`config.mk`:
```
export PLATFORM = sky130hd
export DESIGN_NAME = tlul_reg_responder
export DESIGN_NICKNAME = d
export VERILOG_FILES = /design/src/rtl/tlul_pkg.sv /design/src/rtl/tlul_reg_resp_pkg.sv /design/src/rtl/tlul_reg_timeout_cnt.sv /design/src/rtl/tlul_reg_responder.sv
export SDC_FILE = /design/constraint.sdc
export NUM_CORES = 1
export LEC_CHECK = 0
export BUFFER_PORTS_ARGS = -buffer_cell sky130_fd_sc_hd__buf_2
export CAP_MARGIN = 25
export CORE_MARGIN = 4
export CORE_UTILIZATION = 49
export CTS_BUF_LIST = sky130_fd_sc_hd__clkbuf_8
export DETAILED_ROUTE_END_ITERATION = 7
export GPL_TIMING_DRIVEN = 1
export PLACE_DENSITY = 0.89
export SLEW_MARGIN = 25
export SYNTH_ARGS = -nofsm -noshare
export SYNTH_HDL_FRONTEND = slang
export SYNTH_SLANG_ARGS = --single-unit
```
`constraint.sdc`:
```
create_clock -name clk_i -period 4 [get_ports clk_i]
set_input_delay 0.2 -clock clk_i [delete_from_list [all_inputs] [get_ports clk_i]]
set_output_delay 0.2 -clock clk_i [all_outputs]
set_load 0.03 [all_outputs]
```
`src/rtl/tlul_pkg.sv`:
```
// Minimal TL-UL type definitions shared by crossbar-side blocks.
package tlul_pkg;

    localparam int TL_AW  = 32;
    localparam int TL_DW  = 32;
    localparam int TL_AIW = 8;
    localparam int TL_DIW = 1;
    localparam int TL_SZW = 2;
    localparam int TL_DBW = TL_DW / 8;
    localparam int TL_UW  = 14;

    typedef enum logic [2:0] {
        PutFullData    = 3'h0,
        PutPartialData = 3'h1,
        Get            = 3'h4
    } tl_a_op_e;

    typedef enum logic [2:0] {
        AccessAck     = 3'h0,
        AccessAckData = 3'h1
    } tl_d_op_e;

    typedef struct packed {
        logic              a_valid;
        tl_a_op_e          a_opcode;
        logic [2:0]        a_param;
        logic [TL_SZW-1:0] a_size;
        logic [TL_AIW-1:0] a_source;
        logic [TL_AW-1:0]  a_address;
        logic [TL_DBW-1:0] a_mask;
        logic [TL_DW-1:0]  a_data;
        logic [TL_UW-1:0]  a_user;
        logic              d_ready;
    } tl_h2d_t;

    typedef struct packed {
        logic              d_valid;
        tl_d_op_e          d_opcode;
        logic [2:0]        d_param;
        logic [TL_SZW-1:0] d_size;
        logic [TL_AIW-1:0] d_source;
        logic [TL_DIW-1:0] d_sink;
        logic [TL_DW-1:0]  d_data;
        logic [TL_UW-1:0]  d_user;
        logic              d_error;
        logic              a_ready;
    } tl_d2h_t;

    localparam logic [TL_UW-1:0] TL_D_USER_DEFAULT = '0;

endpackage

```
`src/rtl/tlul_reg_resp_pkg.sv`:
```
// Shared definitions for the TL-UL register responder: FSM states, request check, timeout default.
package tlul_reg_resp_pkg;

    import tlul_pkg::*;

    typedef enum logic [1:0] {
        StIdle,
        StAccess,
        StResp
    } state_e;

    localparam int MAX_WAIT_DEFAULT = 15;

    // A request is malformed if it is not a supported opcode, wider than a word,
    // not word aligned, or a full-word put without all byte lanes enabled.
    function automatic logic req_err(tl_a_op_e op, logic [TL_SZW-1:0] size,
                                     logic [1:0] addr_lo, logic [TL_DBW-1:0] mask);
        logic op_ok;
        op_ok = (op == PutFullData) || (op == PutPartialData) || (op == Get);
        return !op_ok || (size > 2'd2) || (addr_lo != 2'b00) ||
               ((op == PutFullData) && (mask != '1));
    endfunction

endpackage

```
`src/rtl/tlul_reg_timeout_cnt.sv`:
```
// Saturating busy-cycle counter; expired_o flags the busy cycle that reaches MaxWait.
module tlul_reg_timeout_cnt
    import tlul_reg_resp_pkg::*;
#(
    parameter int MaxWait = MAX_WAIT_DEFAULT
) (
    input  logic clk_i,
    input  logic rst_ni,
    input  logic clr_i,
    input  logic inc_i,
    output logic expired_o
);

    localparam int CntW = ($clog2(MaxWait + 1) > 4) ? $clog2(MaxWait + 1) : 4;

    logic [CntW-1:0] cnt_q, cnt_d;

    always_comb begin
        cnt_d = cnt_q;
        if (clr_i) begin
            cnt_d = '0;
        end else if (inc_i && (cnt_q != '1)) begin
            cnt_d = cnt_q + CntW'(1);
        end
    end

    always_ff @(posedge clk_i or negedge rst_ni) begin
        if (!rst_ni) begin
            cnt_q <= '0;
        end else begin
            cnt_q <= cnt_d;
        end
    end

    assign expired_o = inc_i && (cnt_q == CntW'(MaxWait - 1));

endmodule

```
`src/rtl/tlul_reg_responder.sv`:
```
// TL-UL device responder: one outstanding A-channel request turned into a register-bus access.
// Optional busy timeout enabled by defining TLUL_REG_TIMEOUT_EN.
module tlul_reg_responder
    import tlul_pkg::*;
    import tlul_reg_resp_pkg::*;
#(
    parameter int RegAw   = 8,
    parameter int RegDw   = 32,
    parameter int MaxWait = MAX_WAIT_DEFAULT
) (
    input  logic               clk_i,
    input  logic               rst_ni,
    input  tl_h2d_t            tl_i,
    output tl_d2h_t            tl_o,
    output logic               reg_re_o,
    output logic               reg_we_o,
    output logic [RegAw-1:0]   reg_addr_o,
    output logic [RegDw-1:0]   reg_wdata_o,
    output logic [RegDw/8-1:0] reg_be_o,
    input  logic [RegDw-1:0]   reg_rdata_i,
    input  logic               reg_error_i,
    input  logic               reg_busy_i
);

    state_e              state_q, state_d;
    tl_a_op_e            opcode_q, opcode_d;
    logic [TL_SZW-1:0]   size_q, size_d;
    logic [TL_AIW-1:0]   source_q, source_d;
    logic [RegAw-3:0]    word_q, word_d;
    logic [RegDw/8-1:0]  mask_q, mask_d;
    logic [RegDw-1:0]    wdata_q, wdata_d;
    logic                re_q, re_d;
    logic                we_q, we_d;
    logic                d_valid_q, d_valid_d;
    logic                d_error_q, d_error_d;
    logic [RegDw-1:0]    d_data_q, d_data_d;

    logic accept;
    logic proto_err;
    logic timeout_expired;

    assign accept    = (state_q == StIdle) && tl_i.a_valid;
    assign proto_err = req_err(tl_i.a_opcode, tl_i.a_size, tl_i.a_address[1:0], tl_i.a_mask);

`ifdef TLUL_REG_TIMEOUT_EN
    tlul_reg_timeout_cnt #(
        .MaxWait (MaxWait)
    ) u_timeout_cnt (
        .clk_i     (clk_i),
        .rst_ni    (rst_ni),
        .clr_i     (accept),
        .inc_i     ((re_q || we_q) && reg_busy_i),
        .expired_o (timeout_expired)
    );
`else
    localparam int unused_max_wait = MaxWait;
    assign timeout_expired = 1'b0;
`endif

    // NOTE: every _d starts from its _q so no branch can leave a value unassigned and infer a latch.
    always_comb begin
        state_d   = state_q;
        opcode_d  = opcode_q;
        size_d    = size_q;
        source_d  = source_q;
        word_d    = word_q;
        mask_d    = mask_q;
        wdata_d   = wdata_q;
        re_d      = re_q;
        we_d      = we_q;
        d_valid_d = d_valid_q;
        d_error_d = d_error_q;
        d_data_d  = d_data_q;

        unique case (state_q)
            StIdle: begin
                if (accept) begin
                    opcode_d  = tl_i.a_opcode;
                    size_d    = tl_i.a_size;
                    source_d  = tl_i.a_source;
                    word_d    = tl_i.a_address[RegAw-1:2];
                    mask_d    = tl_i.a_mask;
                    wdata_d   = tl_i.a_data;
                    d_data_d  = '0;
                    d_error_d = 1'b0;
                    if (proto_err) begin
                        state_d   = StResp;
                        d_valid_d = 1'b1;
                        d_error_d = 1'b1;
                    end else begin
                        state_d = StAccess;
                        re_d    = (tl_i.a_opcode == Get);
                        we_d    = (tl_i.a_opcode != Get);
                    end
                end
            end
            StAccess: begin
                if (!reg_busy_i) begin
                    state_d   = StResp;
                    re_d      = 1'b0;
                    we_d      = 1'b0;
                    d_valid_d = 1'b1;
                    d_error_d = reg_error_i;
                    d_data_d  = (re_q && !reg_error_i) ? reg_rdata_i : '0;
                end else if (timeout_expired) begin
                    state_d   = StResp;
                    re_d      = 1'b0;
                    we_d      = 1'b0;
                    d_valid_d = 1'b1;
                    d_error_d = 1'b1;
                    d_data_d  = '0;
                end
            end
            StResp: begin
                if (tl_i.d_ready) begin
                    state_d   = StIdle;
                    d_valid_d = 1'b0;
                    d_error_d = 1'b0;
                    d_data_d  = '0;
                end
            end
            default: state_d = StIdle;
        endcase
    end

    // NOTE: state is updated with non-blocking assignments only; all next-state logic lives above.
    always_ff @(posedge clk_i or negedge rst_ni) begin
        if (!rst_ni) begin
            state_q   <= StIdle;
            opcode_q  <= PutFullData;
            size_q    <= '0;
            source_q  <= '0;
            word_q    <= '0;
            mask_q    <= '0;
            wdata_q   <= '0;
            re_q      <= 1'b0;
            we_q      <= 1'b0;
            d_valid_q <= 1'b0;
            d_error_q <= 1'b0;
            d_data_q  <= '0;
        end else begin
            state_q   <= state_d;
            opcode_q  <= opcode_d;
            size_q    <= size_d;
            source_q  <= source_d;
            word_q    <= word_d;
            mask_q    <= mask_d;
            wdata_q   <= wdata_d;
            re_q      <= re_d;
            we_q      <= we_d;
            d_valid_q <= d_valid_d;
            d_error_q <= d_error_d;
            d_data_q  <= d_data_d;
        end
    end

    always_comb begin
        tl_o          = '0;
        tl_o.d_valid  = d_valid_q;
        tl_o.d_opcode = (opcode_q == Get) ? AccessAckData : AccessAck;
        tl_o.d_param  = '0;
        tl_o.d_size   = size_q;
        tl_o.d_source = source_q;
        tl_o.d_sink   = '0;
        tl_o.d_data   = d_data_q;
        tl_o.d_user   = TL_D_USER_DEFAULT;
        tl_o.d_error  = d_error_q;
        tl_o.a_ready  = (state_q == StIdle);
    end

    assign reg_re_o    = re_q;
    assign reg_we_o    = we_q;
    assign reg_addr_o  = {word_q, 2'b00};
    assign reg_wdata_o = wdata_q;
    assign reg_be_o    = mask_q;

    // Request fields a register device has no use for.
    logic unused_tl;
    assign unused_tl = ^{tl_i.a_param, tl_i.a_user, tl_i.a_address[TL_AW-1:RegAw]};

endmodule

```
### Word-level counts from Yosys, hierarchy flattened

Index checks and enable logic that the tools add are counted.

| storage, ports and cells | value |
|---|---|
| memories kept | 0 |
| latch bits | 0 |
| RAM bits | 0 |
| memory bits (read-only) | 0 |
| word-level logic and storage cells | 72 |
| register bits after elaboration | 93 |

| operators by class | value |
|---|---|
| reductions and logical operators | 20 |
| bitwise logic cells | 0 |
| multipliers | 0 |
| add/sub/neg operators | 0 |
| shift operators | 0 |
| eq/ne operators | 12 |
| muxes and demuxes | 27 |
| $lt $le $gt $ge | 1 |
| div/mod/pow operators | 0 |

Operators by type and width:

| kind | count |
|---|---|
| 32-bit 2-to-1 mux | 4 |
| 32-bit case mux with 3 select lines | 1 |
| 1-bit 2-to-1 mux | 13 |
| 2-bit 2-to-1 mux | 4 |
| 4-bit AND reduction | 2 |
| 3-bit == test, second input constant | 2 |
| 2-bit != test, second input constant | 3 |
| 1-bit case mux with 3 select lines | 2 |
| 2-bit case mux with 3 select lines | 1 |
| 1-bit logical OR | 5 |
| 5-bit AND reduction | 1 |
| 2-bit by 1-bit != test with 1-bit output, second input constant | 2 |
| 4-bit != test, second input constant | 1 |
| 1-bit case mux with 2 select lines | 2 |
| 2-bit nonzero test | 2 |
| 3-bit by 1-bit == test with 1-bit output, second input constant | 1 |
| 1-bit logical AND | 3 |
| 3-bit logical NOT | 1 |
| 3-bit != test, second input constant | 1 |
| 3-bit AND reduction | 1 |
| 3-bit nonzero test | 1 |
| 2-bit by 1-bit == test with 1-bit output, second input constant | 1 |
| 2-bit == test, second input constant | 1 |
| 2-bit greater-than comparator, second input constant | 1 |
| 3 further kinds | 4 |

### Longest topological paths before layout

| depth | value |
|---|---|
| depth in word-level cells | 10 |
| mapped depth | 8 |
| depth with buffers taken out | 6 |

### Worst setup path after synthesis

No wires, ideal clock.

| timing path | value |
|---|---|
| path type | flip-flop to flip-flop |
| from | register state_q[0] |
| to | register d_data_q[22] |
| arrival | 1.949 ns |
| setup slack | 1.977 ns |
| required time | 3.926 ns |
| stages on the path, launching flop included | 9 |
| period minus slack after synthesis | 2.023 ns |
| path through | dfrtp_1 > inv_1 > ha_1 > a222oi_1 > and2b_1 > buf_6 > buf_8 > nand3_2 > o21ai_2 |

RTL lines:

| what | line | RTL |
|---|---|---|
| from (decl) | tlul_reg_responder.sv:25 | `state_e state_q, state_d;` |
| from (signal assigned) | tlul_reg_responder.sv:129 | `state_q <= StIdle;` |
| from (signal assigned) | tlul_reg_responder.sv:142 | `state_q <= state_d;` |
| to (signal assigned) | tlul_reg_responder.sv:153 | `d_data_q <= d_data_d;` |
| to (decl) | tlul_reg_responder.sv:36 | `logic [RegDw-1:0] d_data_q, d_data_d;` |

### Final worst setup path

| timing path | value |
|---|---|
| from | register state_q[1] |
| to | register d_data_q[25] |

| between the ends | value |
|---|---|
| word-level cells in the longest chain between the ends | 4 |
| elaborated cells on any way between the ends | 10 |
| those cells by class | 5 x eq/ne; 1 x mux; 4 x reduce/logical |

Ends and longest elaborated chain:

| what | line | RTL |
|---|---|---|
| 2-bit logical NOT | tlul_reg_responder.sv:42, tlul_reg_responder.sv:75 |  |
| 1-bit logical AND | tlul_reg_responder.sv:42 | `assign accept = (state_q == StIdle) && tl_i.a_valid;` |
| 2-bit by 1-bit != test with 1-bit output (no source line) | - |  |
| 4-bit AND reduction (no source line) | - |  |

Several ways; a longest one is shown, not always the timed one.
A chain may end at the register's enable or synchronous reset.

==> metrics.yaml <==
min_path_type: "in -> reg"
path_buf_inv: 2
final_cell_area_mm2: 0.005325
antenna_found_initial: 1
synth_top_area_share_pct: 55.41
rsz0062_at_grt: "false"
track_usage_pct: 18.84
cts.htree.levels: 3
synth_compound_area_share_pct: 8.698
drive_above_1_share_pct: 61.36
synth_common_cells: "dfrtp_1 (93), mux2_2 (55), inv_1 (39)"
drc: 0
drv_slew: 0
grt_pass1_wl_mm: 15.07
vias: 3005
wl_mm: 9.422
maxCapViolCount: 0
yosysTopAreaCell: "dfrtp_1"
cp.required_ns: 4.26
overflow: 0
clockBufferDepth: 2
status: "completed"
async_flop_share_pct: 100.0
drt_iter0_drc: 54
initial_core_util_pct: 50.86
synthXorXnorAreaFrac_pct: 0
place_area_mm2: 0.005072
critical_path.slowest_cell: "and2b_4"
cts_buffers: 9
io_pins: 248
fillerInstances: 639
finalClockSkew_ns: 0.01781
timing.fmax_mhz: 363.4
synth_top_family_by_area: "multiplexers"
fp-row-count: 33
port_buffers: 184
synth_seq_cells: 93
synth-edff-count: 0
final_cells: 621
ctsResizeCount: 0
max_stage_delay_ns: 0.76
yosys_warnings: 0
synth.most_common_cell: "dfrtp_1"
die_w_um: 100.6
clk_latency_ns: 0.35
clk_pin_slew_ns: 0.10
synthesis.area_mm2: 0.004200
antenna_left: 0
cp_max_fo: 49
postSynthAreaPerCell_um2: 12.84
syn_inst: 327
synth_cell_type_count: 32
arrival_ns: 3.01
synthFlopType: "dfrtp_1"
yosys.area_share.adder_pct: 1.192
start_kind: "flip-flop"
nets: 650
placed_cells: 602
grt_max_degree: 52
min_period_ns: 2.752
min_period_over_period_pct: 68.79
yosys.area_share.simple_pct: 8.907
viasPerCell: 4.839
core_area_mm2: 0.008258
irDropWorstVdd_mv: 0.5601
gp_congestion: 0.7766
setup-violations-final: 0
powerDensity_mw_per_mm2: 718.8
slew-limit-headroom_pct: 39.07
synthMuxAreaShare_pct: 14.98
end_kind: "flip-flop"
grt_pass1_vias: 3079
ys_seq_area_share_pct: 55.41
cts.sinks: 93
leakagePower_nw: 2.646
worst-setup-path-type: "reg -> reg"
cp_top_family: "simple AND/OR/NAND/NOR gates"
die_h_um: 100.6
firstDrtPassIters: 4
hpwl_mm: 7.318
setup_tns_ns: 0
area_growth_pct: 26.78
hold_violations: 0
cts_root_buf: "clkbuf_8"
synthTopCellsByArea: "dfrtp_1 (55%), mux2_2 (15%), nand3_2 (6.4%)"
wire_per_inst_um: 15.17
cts_tree: "yes"
die-area_mm2: 0.01012
worstPathCellList: "inv_1 -> ha_1 -> a222oi_1 -> and2b_4 -> buf_4 -> nand3_2 -> o21ai_2"
tightest_slew_ns: 0.9108
## placed cells by master, fill, tap and decap left out, drive strengths merged, types with 2 or more instances in the layout
cell	count
nor2	5
inv	42
clkinvlp	2
clkbuf	9
bufinv	2
nand2	6
o21ai	34
dfrtp	93
o2bb2ai	2
a22oi	2
conb	22
buf	189
ha	4
nand3	33
a31oi	2
mux2	55
## worst min-delay path, delay by kind of cell
family	cells	cell delay, ns
buffers and inverters	1	0.08
AND/OR/NAND/NOR	1	0.05
AO/OA/AOI/OAI	1	0.05
## area by class of cell
| cell class | count | area [µm²] | area share, % |
|---|---|---|---|
| sequential | 93 | 2327 | 43.70 |
| inverter | 39 | 146.4 | 2.749 |
| antenna | 1 | 2.502 | 0.04699 |
| clock buffer | 9 | 123.9 | 2.326 |
| multi-input combinational | 177 | 1514 | 28.43 |
| timing repair buffer | 190 | 983.4 | 18.47 |
| clock inverter | 7 | 96.34 | 1.809 |
| tap | 105 | 131.4 | 2.467 |
## report_power, final
group | switching, mW | internal [mW] | total, mW
Combinational | 1.15 | 0.581 | 1.73
Sequential | 0.160 | 1.25 | 1.41
Clock | 0.332 | 0.354 | 0.687
## metrics by stage
| stage | hold slack [ns] | setup WS (ns) | power, mW | utilization (%) |
|---|---|---|---|---|
| final | 0.06678 | 1.248 | 3.828 | 64.48 |
| after detailed placement | 0.2606 | 1.205 | 3.175 | 61.42 |
| after floorplan | -0.09559 | 1.977 | 2.735 | - |
| after global routing | 0.05064 | 0.9397 | 4.046 | 64.48 |
| after CTS | 0.04856 | 1.186 | 3.870 | 64.21 |
| after global placement | 0.2501 | 1.278 | 3.106 | 61.42 |
## cell families (layout without fill, tap and decap cells)
family,Yosys count,after routing
buffers and inverters,78,245
other,1,23
AOI/OAI and AO/OA,46,46
adders and majority gates,4,4
and+or+nand+nor,49,49
DFF,93,93
muxes,56,56
## sequential cells by signal, summed over array words and instances (netlist names)
name / count
d_data_q: 32
d_error_q: 1
d_valid_q: 1
opcode_q: 3
reg_be_o: 4
reg_re_o: 1
reg_wdata_o: 32
reg_we_o: 1
size_q: 2
source_q: 8
state_q: 2
word_q: 6
## worst paths after layout
kind	start	slack [ns]	depth (start not counted)	end
max	state_q[1]	1.25	7	d_data_q[25]
min	reg_rdata_i[27]	0.07	3	d_data_q[27]
max reg2reg	state_q[1]	1.25	7	d_data_q[25]
min reg2reg	reg_wdata_o[5]	0.51	1	reg_wdata_o[5]
max in group asynchronous	rst_ni	2.60	3	d_data_q[30]
min in group asynchronous	rst_ni	0.40	2	d_data_q[19]
## repair_timing
item | CTS | global route
buffers inserted | 0 | 0
endpoints found under the hold margin | 50 | 0
hold buffers | 1 | 0
setup endpoints to repair | 0 | 0
## per-layer routing
layer  vias to the layer above  wire, µm  GRT usage (%)
li1                       1419         -              -
met4                         0       148          5.907
met2                       144      4717          32.05
met5                         -         0              0
met3                        13      1023          7.336
met1                      1429      3531          21.87
Note: power is estimated with default switching activity, not from simulation.
